$ cat config.mk
export PLATFORM = sky130hd
export DESIGN_NAME = mem_arbiter
export DESIGN_NICKNAME = d
export VERILOG_FILES = /design/src/rtl/mem_arbiter.sv
export SDC_FILE = /design/constraint.sdc
export NUM_CORES = 1
export LEC_CHECK = 0
export BUFFER_PORTS_ARGS = -buffer_cell sky130_fd_sc_hd__buf_2
export CAP_MARGIN = 20
export CORE_AREA = 2 2 107 109
export DETAILED_ROUTE_END_ITERATION = 16
export DIE_AREA = 0 0 109 111
export PLACE_DENSITY = 0.56
export SYNTH_ARGS = -nofsm -noshare
export SYNTH_HDL_FRONTEND = slang
export SYNTH_SLANG_ARGS = --single-unit
$ cat constraint.sdc
create_clock -name clk -period 2.6 [get_ports clk]
set_input_delay 0.78 -clock clk [delete_from_list [all_inputs] [get_ports clk]]
set_output_delay 0.78 -clock clk [all_outputs]
set_load 0.05 [all_outputs]
$ cat src/rtl/mem_arbiter.sv
// mem_arbiter: two-master (fetch, load/store) arbiter onto one shared memory port,
// one access outstanding, load/store priority with fetch starvation guard. Rev 1.0
`default_nettype none

module mem_arbiter #(
   parameter int STARVE_LIMIT = 4
) (
   input  logic        clk,
   input  logic        rst_n,
   input  logic        if_req_i,
   input  logic [31:0] if_addr_i,
   output logic        if_ready_o,
   output logic        if_rvalid_o,
   output logic [31:0] if_rdata_o,
   input  logic        ls_req_i,
   input  logic [31:0] ls_addr_i,
   input  logic [31:0] ls_wdata_i,
   input  logic [3:0]  ls_wen_i,
   output logic        ls_ready_o,
   output logic        ls_rvalid_o,
   output logic [31:0] ls_rdata_o,
   output logic        mem_req_o,
   output logic [31:0] mem_addr_o,
   output logic [31:0] mem_wdata_o,
   output logic [3:0]  mem_wen_o,
   input  logic        mem_gnt_i,
   input  logic        mem_rvalid_i,
   input  logic [31:0] mem_rdata_i
);

   localparam logic [2:0] LIMIT = 3'(STARVE_LIMIT);

   typedef enum logic [0:0] {
      S_IDLE = 1'b0,
      S_WAIT = 1'b1
   } state_e;

   state_e      state_q;
   logic        sel_q;        // access owner: 0 = fetch, 1 = load/store
   logic        lock_q;
   logic        lock_sel_q;
   logic [2:0]  cnt_q;
   logic [2:0]  cnt_d;
   logic        sel_d;
   logic        gnt;
   logic        rsp;

   // A pending, ungranted request pins the selection so the address stays stable.
   always_comb begin
      sel_d = ls_req_i && !(if_req_i && (cnt_q == LIMIT));
      if (lock_q) begin
         sel_d = lock_sel_q;
      end
   end

   assign mem_req_o  = rst_n && (state_q == S_IDLE) && (lock_q || if_req_i || ls_req_i);
   assign gnt        = mem_req_o && mem_gnt_i;
   assign rsp        = rst_n && (state_q == S_WAIT) && mem_rvalid_i;

   assign mem_addr_o  = sel_d ? ls_addr_i : if_addr_i;
   assign mem_wdata_o = sel_d ? ls_wdata_i : 32'h0;
   assign mem_wen_o   = sel_d ? ls_wen_i : 4'h0;

   assign if_ready_o  = gnt && !sel_d;
   assign ls_ready_o  = gnt && sel_d;
   assign if_rvalid_o = rsp && !sel_q;
   assign ls_rvalid_o = rsp && sel_q;
   assign if_rdata_o  = mem_rdata_i;
   assign ls_rdata_o  = mem_rdata_i;

   always_comb begin
      cnt_d = cnt_q;
      if (gnt) begin
         if (!sel_d) begin
            cnt_d = 3'd0;
         end else if (if_req_i && (cnt_q < LIMIT)) begin
            cnt_d = cnt_q + 3'd1;
         end
      end
   end

   always_ff @(posedge clk) begin
      if (!rst_n) begin
         state_q    <= S_IDLE;
         sel_q      <= 1'b0;
         lock_q     <= 1'b0;
         lock_sel_q <= 1'b0;
         cnt_q      <= 3'd0;
      end else begin
         cnt_q <= cnt_d;
         case (state_q)
            S_IDLE: begin
               if (gnt) begin
                  state_q <= S_WAIT;
                  sel_q   <= sel_d;
                  lock_q  <= 1'b0;
               end else if (mem_req_o) begin
                  lock_q     <= 1'b1;
                  lock_sel_q <= sel_d;
               end
            end
            S_WAIT: begin
               if (mem_rvalid_i) begin
                  state_q <= S_IDLE;
               end
            end
            default: state_q <= S_IDLE;
         endcase
      end
   end

endmodule

`default_nettype wire
==> summary.txt <==
LAYOUT
------------------------------------------------------------------------------------
Register area                                                            140.1 sq um
Total area of multi-input combinational cells                             1042 sq um
Number of inserted diodes                                                          0
Non-filler instance count after layout                                           522
NumNets Final                                                                    520
Leading cell type in the layout, fill and taps excluded                        buf_2
Highest-count cells in the layout ignoring fill and taps                buf_2, nand2_1, buf_6, nand2_2, and2_2
Layout fillers                                                                  1213
Layout cells sized above 1                                                    76.25%
Relative area change from synthesis to final layout                           110.9%
Final cell area excluding filler cells                                    3159 sq um

SYNTH
------------------------------------------------------------------------------------
Synthesized instance count                                                       257
Post-synth EDFFs                                                                   0
Share of flip-flops with an asynchronous set or reset after synthesis             0%
Post-synthesis instance area                                              1498 sq um
Number of synthesized register bits                                                7
Commonest register cell after synthesis                                      dfxtp_1
Post-synthesis area per instance                                         5.828 sq um
Distinct cells, synth                                                             24
Syn Nets                                                                         397
Portion of the post-synthesis area used by sequential elements                9.357%
Number of warning messages in the yosys log                                        0

HOLD PATH
------------------------------------------------------------------------------------
Origin of the worst min-delay path                                             sel_q
Worst Hold Path Cells                                                              2
Type of the worst min-delay path                                             reg2reg
Hold EP                                                                        sel_q

GLOBAL ROUTING
------------------------------------------------------------------------------------
Pin count of the biggest net entering global routing                              36
Number of global-route vias before repair                                       1956
Wire length of the first global-routing pass                            9936 microns
GRT Total Usage                                                               10.61%
Total congestion overflow                                                          0
Initial antenna violation count                                                    0

DETAILED ROUTING
------------------------------------------------------------------------------------
Final routed DRC violation total                                                   0
Wire per inst                                                           13.68 microns
Via count                                                                       1947
Detailed-routing iteration count for the pre-antenna-repair pass                   4
Drt initial violations                                                            25
Total Routed Length                                                     7143 microns
Remaining antenna violation count after routing                                    0
Number of vias per cell                                                        3.730

PLACEMENT
------------------------------------------------------------------------------------
Placement-stage worst setup slack                                         -0.1147 ns
Port bufs                                                                        178
Detail Placement HPWL                                                   5277 microns
Gpl congestion                                                                0.7357
Placed insts                                                                     510
Instance area at placement                                                2356 sq um

STA
------------------------------------------------------------------------------------
Relative slew margins                                                         71.61%
Finish-stage setup viols                                                           0
Pin slew with the least headroom to its limit                              0.4226 ns
Worst slack on hold paths                                                  0.4799 ns
Clock Skew                                                               0.002407 ns
RSZ-0062 raised after global routing                                             yes
Fmax                                                                      0.3897 GHz
Ratio of final minimum period to clock period                                 98.70%
Post-layout minimum cycle time                                              2.566 ns
Final slew viol count                                                              0
PnR worst setup slack                                                     0.03372 ns
Hold Fails Final Rpt                                                               0

PWR
------------------------------------------------------------------------------------
Peak supply drop                                                            191.7 uV
Power density over the cells                                            424.7 nW/um^2
Leak                                                                     0.001660 uW

CLOCKING
------------------------------------------------------------------------------------
H-tree lvl count                                                                   1
Source-to-sink clock delay at the later pin of the worst-skew pair           0.23 ns
CTS tree                                                                        done
Hold_buf cts                                                                       0
Total clock buffers created by CTS                                                 3
Clock Sink Count                                                                   7
Clk slew on worst S/H paths                                                  0.04 ns
Root buffer selected by CTS                                                clkbuf_16
Bufs on Longest Clock Path                                                         2

WORST SETUP PATH
------------------------------------------------------------------------------------
Critical Path RT                                                             1.82 ns
CP Class                                                                      in2out
Reg2Reg Setup Slack                                                          0.84 ns
Most repeated library cell on the critical path                                buf_6
Longest individual stage delay on the worst path                             0.18 ns
Kind of start point of the critical path                                  input port
Count of buffer and inverter cells on the critical path                            4
Slowest cell on the critical path                                            a22oi_2
Cell family contributing the most delay on the critical path            buffers and inverters
Category of the worst setup path capture point                            output pin
Worst reg-to-reg path cell count                                                  10
Reg2reg start                                                               cnt_q[0]
Worst EP arrival                                                             1.79 ns
CP Max Fanout                                                                      8
Reg2reg end                                                                 cnt_q[1]
Sequence of cells on the critical path                                  buf_6, nor2b_4, a22oi_2, buf_6, clkbuf_16, nand2_1, nand2_2, buf_8

FLOORPLAN
------------------------------------------------------------------------------------
Top-level port count                                                             275
Effective utilization at floorplan                                            13.52%
Die ar.                                                                  12100 sq um
Vertical extent of the die                                               111 microns
Width of the die                                                         109 microns
Core Footprint                                                           11080 sq um
Number of core rows                                                               39

FLOW RUN
------------------------------------------------------------------------------------
Max-cap violations                                                                 0

OUTCOME
------------------------------------------------------------------------------------
Status                                                                  finished, final reports clean

==> routing by layer <==
metal / vias up / share of wire [%] / global-route usage [%]
li1: 970 / - / -
met1: 828 / 35 / 10.87
met2: 125 / 50 / 19.17
met3: 24 / 12 / 3.762
met4: 0 / 3.3 / 4.274
met5: - / 0 / 0
==> cells by family (layout without fill, tap and decap cells) <==
kind of cell / after synthesis / in the layout / synth area share, %
AOI/OAI and AO/OA: 12 / 12 / 5.513
DFF: 7 / 7 / 9.356
adders and majority gates: 2 / 2 / 1.671
and+or+nand+nor: 156 / 156 / 47.12
buffers and inverters: 80 / 202 / 36.34
==> through the flow <==
step | util (%) | TNS (ns) | power [uW]
floorplan | - | -0.2145 | 881.6
global placement | 21.27 | -6.336 | 854.9
detailed placement | 21.27 | -5.662 | 856.9
CTS | 27.18 | -0.1820 | 1307
global route | 28.52 | -0.1262 | 1407
finish | 28.52 | 0 | 1342
==> cells in the mapped netlist (2+ instances only) <==
| master | count | area share, % |
|---|---|---|
| nand2_1 | 101 | 25 |
| buf_4 | 64 | 32 |
| and2_1 | 37 | 15 |
| clkbuf_1 | 10 | 2.5 |
| dfxtp_1 | 7 | 9.4 |
| nand3_1 | 5 | 1.7 |
| nor2_1 | 5 | 1.3 |
| buf_2 | 3 | 1.0 |
| inv_1 | 3 | 0.75 |
| nor3_1 | 3 | 1.0 |
| o21ai_0 | 3 | 1.0 |
| a21o_1 | 2 | 1.0 |
| ha_1 | 2 | 1.7 |
| o22ai_1 | 2 | 0.84 |
==> worst reg2reg max path, cell delays in order, from the launching register on <==
cell and delay [ns]:
dfxtp_1 0.32, inv_1 0.08, ha_2 0.20, nand3_4 0.08, a22oi_2 0.21, buf_6 0.17, buf_12 0.14, buf_4 0.11
buf_4 0.11, o22ai_1 0.06, a21o_1 0.16
==> where the power goes <==
part           leakage (uW)  switching, uW  internal [uW]
clock network     0.0000382           58.8            204
logic               0.00156            558            399
registers         0.0000572           7.66            114
total               0.00166            624            717
==> registers in the layout (all words and copies together), names as in the netlist <==
name / cells
lock_sel_q: 1
state_q: 1
lock_q: 1
sel_q: 1
cnt_q: 3
==> worst max path at each step <==
stage                   from              to  slack [ns]  cells past startpoint
global route        ls_req_i  mem_addr_o[15]       -0.02                      8
CTS                 ls_req_i   mem_addr_o[0]       -0.03                      9
floorplan           ls_req_i      if_ready_o       -0.04                      5
detailed placement  ls_req_i  mem_wdata_o[6]       -0.11                      6
finish              ls_req_i  mem_addr_o[22]        0.03                      8
global placement    ls_req_i  mem_wdata_o[6]       -0.14                      6
==> what timing repair did <==
action / 4_1_cts / 5_1_grt
setup endpoints to repair: 69 / 68
cloned: 1 / 2
gates resized for setup: 150 / 36
pin swaps: 8 / 6
setup buffers: 6 / 0
==> layout make-up <==
cell class,instances,area share [%]
Clock buffer,4,2.495
Sequential cell,7,4.436
Timing Repair Buffer,195,54.06
Multi-Input combinational cell,170,32.99
Inverter,3,0.3564
Tap cell,143,5.663
Note: power is estimated with default switching activity, not from simulation.
